==> src/rtl/lscnt_up_counter.sv <==
// Loadable synchronous up counter with carry chain, registered complement and sticky overflow.
// Optional auto-reload on wrap is enabled by defining LSCNT_UP_AUTORELOAD_EN.
module lscnt_up_counter #(
  parameter int WIDTH = 8
) (
  input  logic             CLK,
  input  logic             RST,
  input  logic [WIDTH-1:0] D,
  input  logic             LD,
  input  logic             EN,
  input  logic             CI,
  output logic [WIDTH-1:0] Q,
  output logic [WIDTH-1:0] QL,
  output logic             CO,
  output logic             OVF
);

`ifdef LSCNT_UP_AUTORELOAD_EN
  localparam bit AUTORELOAD = 1'b1;
`else
  localparam bit AUTORELOAD = 1'b0;
`endif

  logic [WIDTH-1:0] q_r;
  logic [WIDTH-1:0] ql_r;
  logic             ovf_r;
  logic [WIDTH-1:0] rldv;
  logic [WIDTH:0]   sum;
  logic [WIDTH-1:0] wrap_val;

  // The extra MSB of the increment flags the wrap and is never stored.
  assign sum      = {1'b0, q_r} + {{WIDTH{1'b0}}, 1'b1};
  assign wrap_val = AUTORELOAD ? rldv : '0;

  always_ff @(posedge CLK) begin
    if (RST) begin
      q_r   <= '0;
      ql_r  <= '1;
      ovf_r <= 1'b0;
      rldv  <= '0;
    end else if (LD) begin
      q_r   <= D;
      ql_r  <= ~D;
      ovf_r <= 1'b0;
      rldv  <= D;
    end else if (EN && CI) begin
      if (sum[WIDTH]) begin
        q_r   <= wrap_val;
        ql_r  <= ~wrap_val;
        ovf_r <= 1'b1;
      end else begin
        q_r  <= sum[WIDTH-1:0];
        ql_r <= ~sum[WIDTH-1:0];
      end
    end
  end

  // Carry out ignores LD so that chained stages advance on the same edge.
  assign CO  = EN & CI & (&q_r);
  assign Q   = q_r;
  assign QL  = ql_r;
  assign OVF = ovf_r;

endmodule

==> config.mk <==
export PLATFORM = sky130hd
export DESIGN_NAME = lscnt_up_counter
export DESIGN_NICKNAME = d
export VERILOG_FILES = /design/src/rtl/lscnt_up_counter.sv
export SDC_FILE = /design/constraint.sdc
export NUM_CORES = 1
export LEC_CHECK = 0
export ABC_AREA = 1
export CAP_MARGIN = 20
export CORE_MARGIN = 2
export CORE_UTILIZATION = 35
export CTS_CLUSTER_DIAMETER = 50
export DETAILED_ROUTE_END_ITERATION = 16
export GPL_TIMING_DRIVEN = 0
export PLACE_DENSITY = 0.61
export SYNTH_ARGS = -nofsm -noshare
export SYNTH_HDL_FRONTEND = slang
export SYNTH_SLANG_ARGS = --single-unit
==> constraint.sdc <==
create_clock -name CLK -period 2.2 [get_ports CLK]
set_input_delay 0.22 -clock CLK [delete_from_list [all_inputs] [get_ports CLK]]
set_output_delay 0.22 -clock CLK [all_outputs]
set_load 0.02 [all_outputs]
* Word level (Yosys, flattened, before mapping)
Index checks and enable logic that the tools add are counted.
** Cells by class
- Add/sub/neg operators :: 1
- Multiplexer cells :: 6
- Bitwise operators :: 4
- Reductions and logical operators :: 5
** Operators by type and width (count)
- $mux W8 :: 6
- $not A8 Y8 :: 2
- $add A8 B1 Y9 const B :: 1
- $reduce_and A8 Y1 :: 1
- $and A1 B1 Y1 :: 2
- $reduce_and A2 Y1 :: 1
- $reduce_bool A2 Y1 :: 1
- $reduce_or A2 Y1 :: 1
- $logic_and A1 B1 Y1 :: 1
** Storage, ports and cells
- Bits in registers :: 17
- Bits of input ports :: 13
- Output and inout port bits :: 18
- Word-level logic and storage cells :: 19

* Logic depth before layout (Yosys ltp)
- Depth after elaboration :: 5
- Mapped depth :: 10
- Mapped depth without buffers :: 10

* Worst setup path after synthesis
Ideal clock, no wire load.
- Kind :: register -> register
- Start :: register q_r[1], in the netlist Q[1]
- End :: register ovf_r, in the netlist OVF
- Library setup time :: 0.064 ns
- Arrival :: 1.500 ns
- Data required time :: 2.136 ns
- Slack :: 0.636 ns
- Cell stages (with the launch flop) :: 8
- Path buffers :: 0
- Clock period less this slack :: 1.564 ns
- Cell sequence :: dfxtp_1 -> ha_1 -> nand2_2 -> nor2_4 -> nand2_2 -> nor2_1 -> o21ai_1 -> nor2_1
** Between the ends
- Word-level cells in the longest chain between the ends :: 2
** Ends and longest elaborated chain
- start, declared :: RTL line 24 : logic [WIDTH-1:0] q_r;
- start signal, assigned :: RTL line 48 : q_r <= wrap_val;
- start signal, assigned :: RTL line 52 : q_r <= sum[WIDTH-1:0];
- $add A8 B1 Y9 :: RTL line 32 : assign sum = {1'b0, q_r} + {{WIDTH{1'b0}}, 1'b1};
- $reduce_and A2 Y1 (no source line)
- end signal, assigned :: RTL line 39 : ovf_r <= 1'b0;
- end signal, assigned :: RTL line 44 : ovf_r <= 1'b0;
- end signal, assigned :: RTL line 50 : ovf_r <= 1'b1;
- end, declared :: RTL line 26 : logic ovf_r;
No other way between the ends.
A chain may end at the register's enable or synchronous reset.

* Final worst setup path
- Start :: register q_r[0], in the netlist Q[0]
- End :: output port CO
** Between the ends
- Word-level cells in the longest chain between the ends :: 2
** Ends and longest elaborated chain
- $reduce_and A8 Y1 :: RTL line 59 : assign CO = EN & CI & (&q_r);
- $and A1 B1 Y1 :: RTL line 59
- end, declared :: RTL line 14 : output logic CO,
No other way between the ends.

==> impl_results.md <==
- Status: finished clean
- Psw: about 0.21 mW
- Via count: 915
- Nets: 176
- I/O Buffers: 29
- Switching share of total power: slightly above 30%
- Prevailing post-synth register cell: dfxtp_1
- Routed Antenna Nets: 0
- Crit start category: register
- Setup tns final: 0 ps
- Vias per inst: 4.79
- Cell area after synthesis: around 860 sq um
- Slew Viols, Final: 0
- Logic pwr share: 24.7%
- Clk sinks: 17
- WP data required: 1980 ps
- Vias in the first global route: 812
- Register area: approximately 340 sq um
- Post-DP Area: 0.00119 sq mm
- Clk slew on worst S/H paths: about 100 ps
- Die X: roughly 54 um
- GR Overflow Total: 0
- Site Rows: 18
- Die Height: roughly 54 um
- Core ar.: between 0.002 and 0.0025 sq mm
- Mapped Cells: 128
- Most frequent cells in the layout: nand2_1 (42), clkdlybuf4s50_1 (28), dfxtp_1 (17), nor2_1 (14), inv_1 (11)
- Critical Setup Path Class: reg -> out
- Critical Path AT: around 1800 ps
- Finished Cell Area: ~0.0012 sq mm
- Final WS setup: ~220 ps
- Multi-input logic area: 447 sq um
- Area grow syn2layout: 40.8%
- Seq/Total Area, Yosys: 39.4%
- Seq cells post-synth: 17
- Worst hold path class: in -> reg
- Final core utilization: 50.5%
- Worst Tran Pin Value: 248 ps
- Pwr Density: 570 mW/mm^2
- Dpl hpwl: between 1.5 and 2 mm
- Max-Cap Viols: 0
- Fillers: 242
- Die area: 0.00288 sq mm
- Reg power frac: 50.1%
- Final Cycle Share: 89.8%
- Most common cell after layout, fill and taps aside: nand2_1
- Htree depth: 1
- # IOs: 31
- Routability cong.: between 0.7 and 0.8
- Count of cell types in the netlist: 24
- Initial antenna violation count: 0
- Post-Synthesis Net Count: between 100 and 150
- Final WL: 2.08 mm
- Clock power share: 25.1%
- Ant. Diodes: 0
- Pin count of the biggest net entering global routing: 11
- Yosys warns: 0
- Drt drc: 0
- CTS buffer count: 3
- Hold Fails Final Rpt: 0
- Final Setup Violations: 0
- First-pass GRT wire length: 3.52 mm
- 1st-pass router iterations: 4
- Pleak: 0.546 nW
- Clock Latency Late Sink: 300 ps
- Wire length per cell: 10.9 um
- Post-layout minimum cycle time: slightly below 2000 ps
- Max Root-Sink Buffers: 2
- Syn Area/Cell: 6.75 sq um
- RSZ-0062 raised after global routing: no
- Post-synth EDFFs: 0
- DRT iter0 DRCs: 20
- Share of cells above drive strength 1: 11.2%
- Root Driver: clkbuf_4
- CP Capture Type: primary output
- Slew HR: roughly 83%
- Total track usage: 17.1%
- Ys async rst share: 0%
- Post-CTS setup buffer count: 0
- Achievable frequency: 506 MHz
- Peak supply drop: ~0.44 mV
- Int Pwr: 0.483 mW
- Worst-path maximum fanout: 5
- Layout Skew: just over 9 ps
- Placement Setup Slack: 275 ps
- Initial core utilization: 35.9%
- CTS tree: done
==> synth_stat cells (2+ instances only) <==
cell type   n  area [sq um]
nand2_1    42           158
dfxtp_1    17           340
nor2_1     14          52.6
inv_1      11          41.3
nand3_1    10          50.1
o21ai_0     6          30.0
nand2_2     5          31.3
a21oi_1     3          15.0
nor2_2      2          12.5
nor3_1      2          10.0
o211ai_1    2          15.0
o21bai_1    2          15.0
==> path summary, 6_finish.rpt <==
kind / startpoint / endpoint / slack (ps) / cells after the start
max: Q[0] / CO / 220 / 6
min: LD / OVF / 250 / 4
max reg2reg: Q[0] / Q[3] / 750 / 10
min reg2reg: QL[0] / QL[0] / 480 / 2
==> repair_timing <==
| item | CTS | global route |
|---|---|---|
| hold buffers | 0 | 0 |
| gates resized for setup | 1 | 0 |
| setup endpoints to repair | 1 | 0 |
==> power by group through the flow <==
stage / Clock (mW) / Sequential [mW] / Combinational [mW]
final: 0.174 / 0.348 / 0.172
after global placement: 0 / 0.356 / 0.172
after floorplan: 0 / 0.380 / 0.0686
after global routing: 0.197 / 0.353 / 0.188
after CTS: 0.185 / 0.349 / 0.174
after detailed placement: 0 / 0.356 / 0.173
==> sequential cells by signal, summed over array words and instances (netlist names) <==
register  cells
OVF           1
QL            8
Q             8
==> metal layers <==
layer,GRT usage (%),vias up,wire [um]
met5,0,-,0
met3,5.28,2,110
li1,-,471,-
met4,5.13,0,12
met1,22.5,420,957
met2,26.6,22,1000
==> final cells by class <==
| type | instances | area share (%) |
|---|---|---|
| timing repair buffer | 29 | 23.7 |
| tap | 30 | 3.08 |
| sequential | 17 | 28.0 |
| inverter | 13 | 4.42 |
| buffer | 3 | 1.95 |
| clock buffer | 4 | 2.16 |
| multi-input combinational | 95 | 36.7 |
==> worst max-delay path, cell delays in order (launching register included) <==
cell and delay, ps:
dfxtp_1 420, ha_1 210, nand2_2 90, nor2_4 170, nand2_2 90, nor2_1 130
dlygate4sd2_1 350
==> per-stage QoR <==
stage / hold slack [ps] / total power, mW / cells
after floorplan: 289 / 0.448 / 128
after global placement: 461 / 0.528 / 187
after detailed placement: 467 / 0.529 / 187
after CTS: 241 / 0.708 / 191
after global routing: 263 / 0.738 / 191
final: 247 / 0.694 / 191
==> kinds of logic after synthesis <==
logic type	after synthesis	share of synthesized area, %
AO/OA/AOI/OAI	15	10.3
AND/OR/NAND/NOR	79	39.9
flip-flops	17	39.4
adder cells (fa/ha/maj)	1	1.45
buffers and inverters	16	8.97
Note: power is estimated with default switching activity, not from simulation.
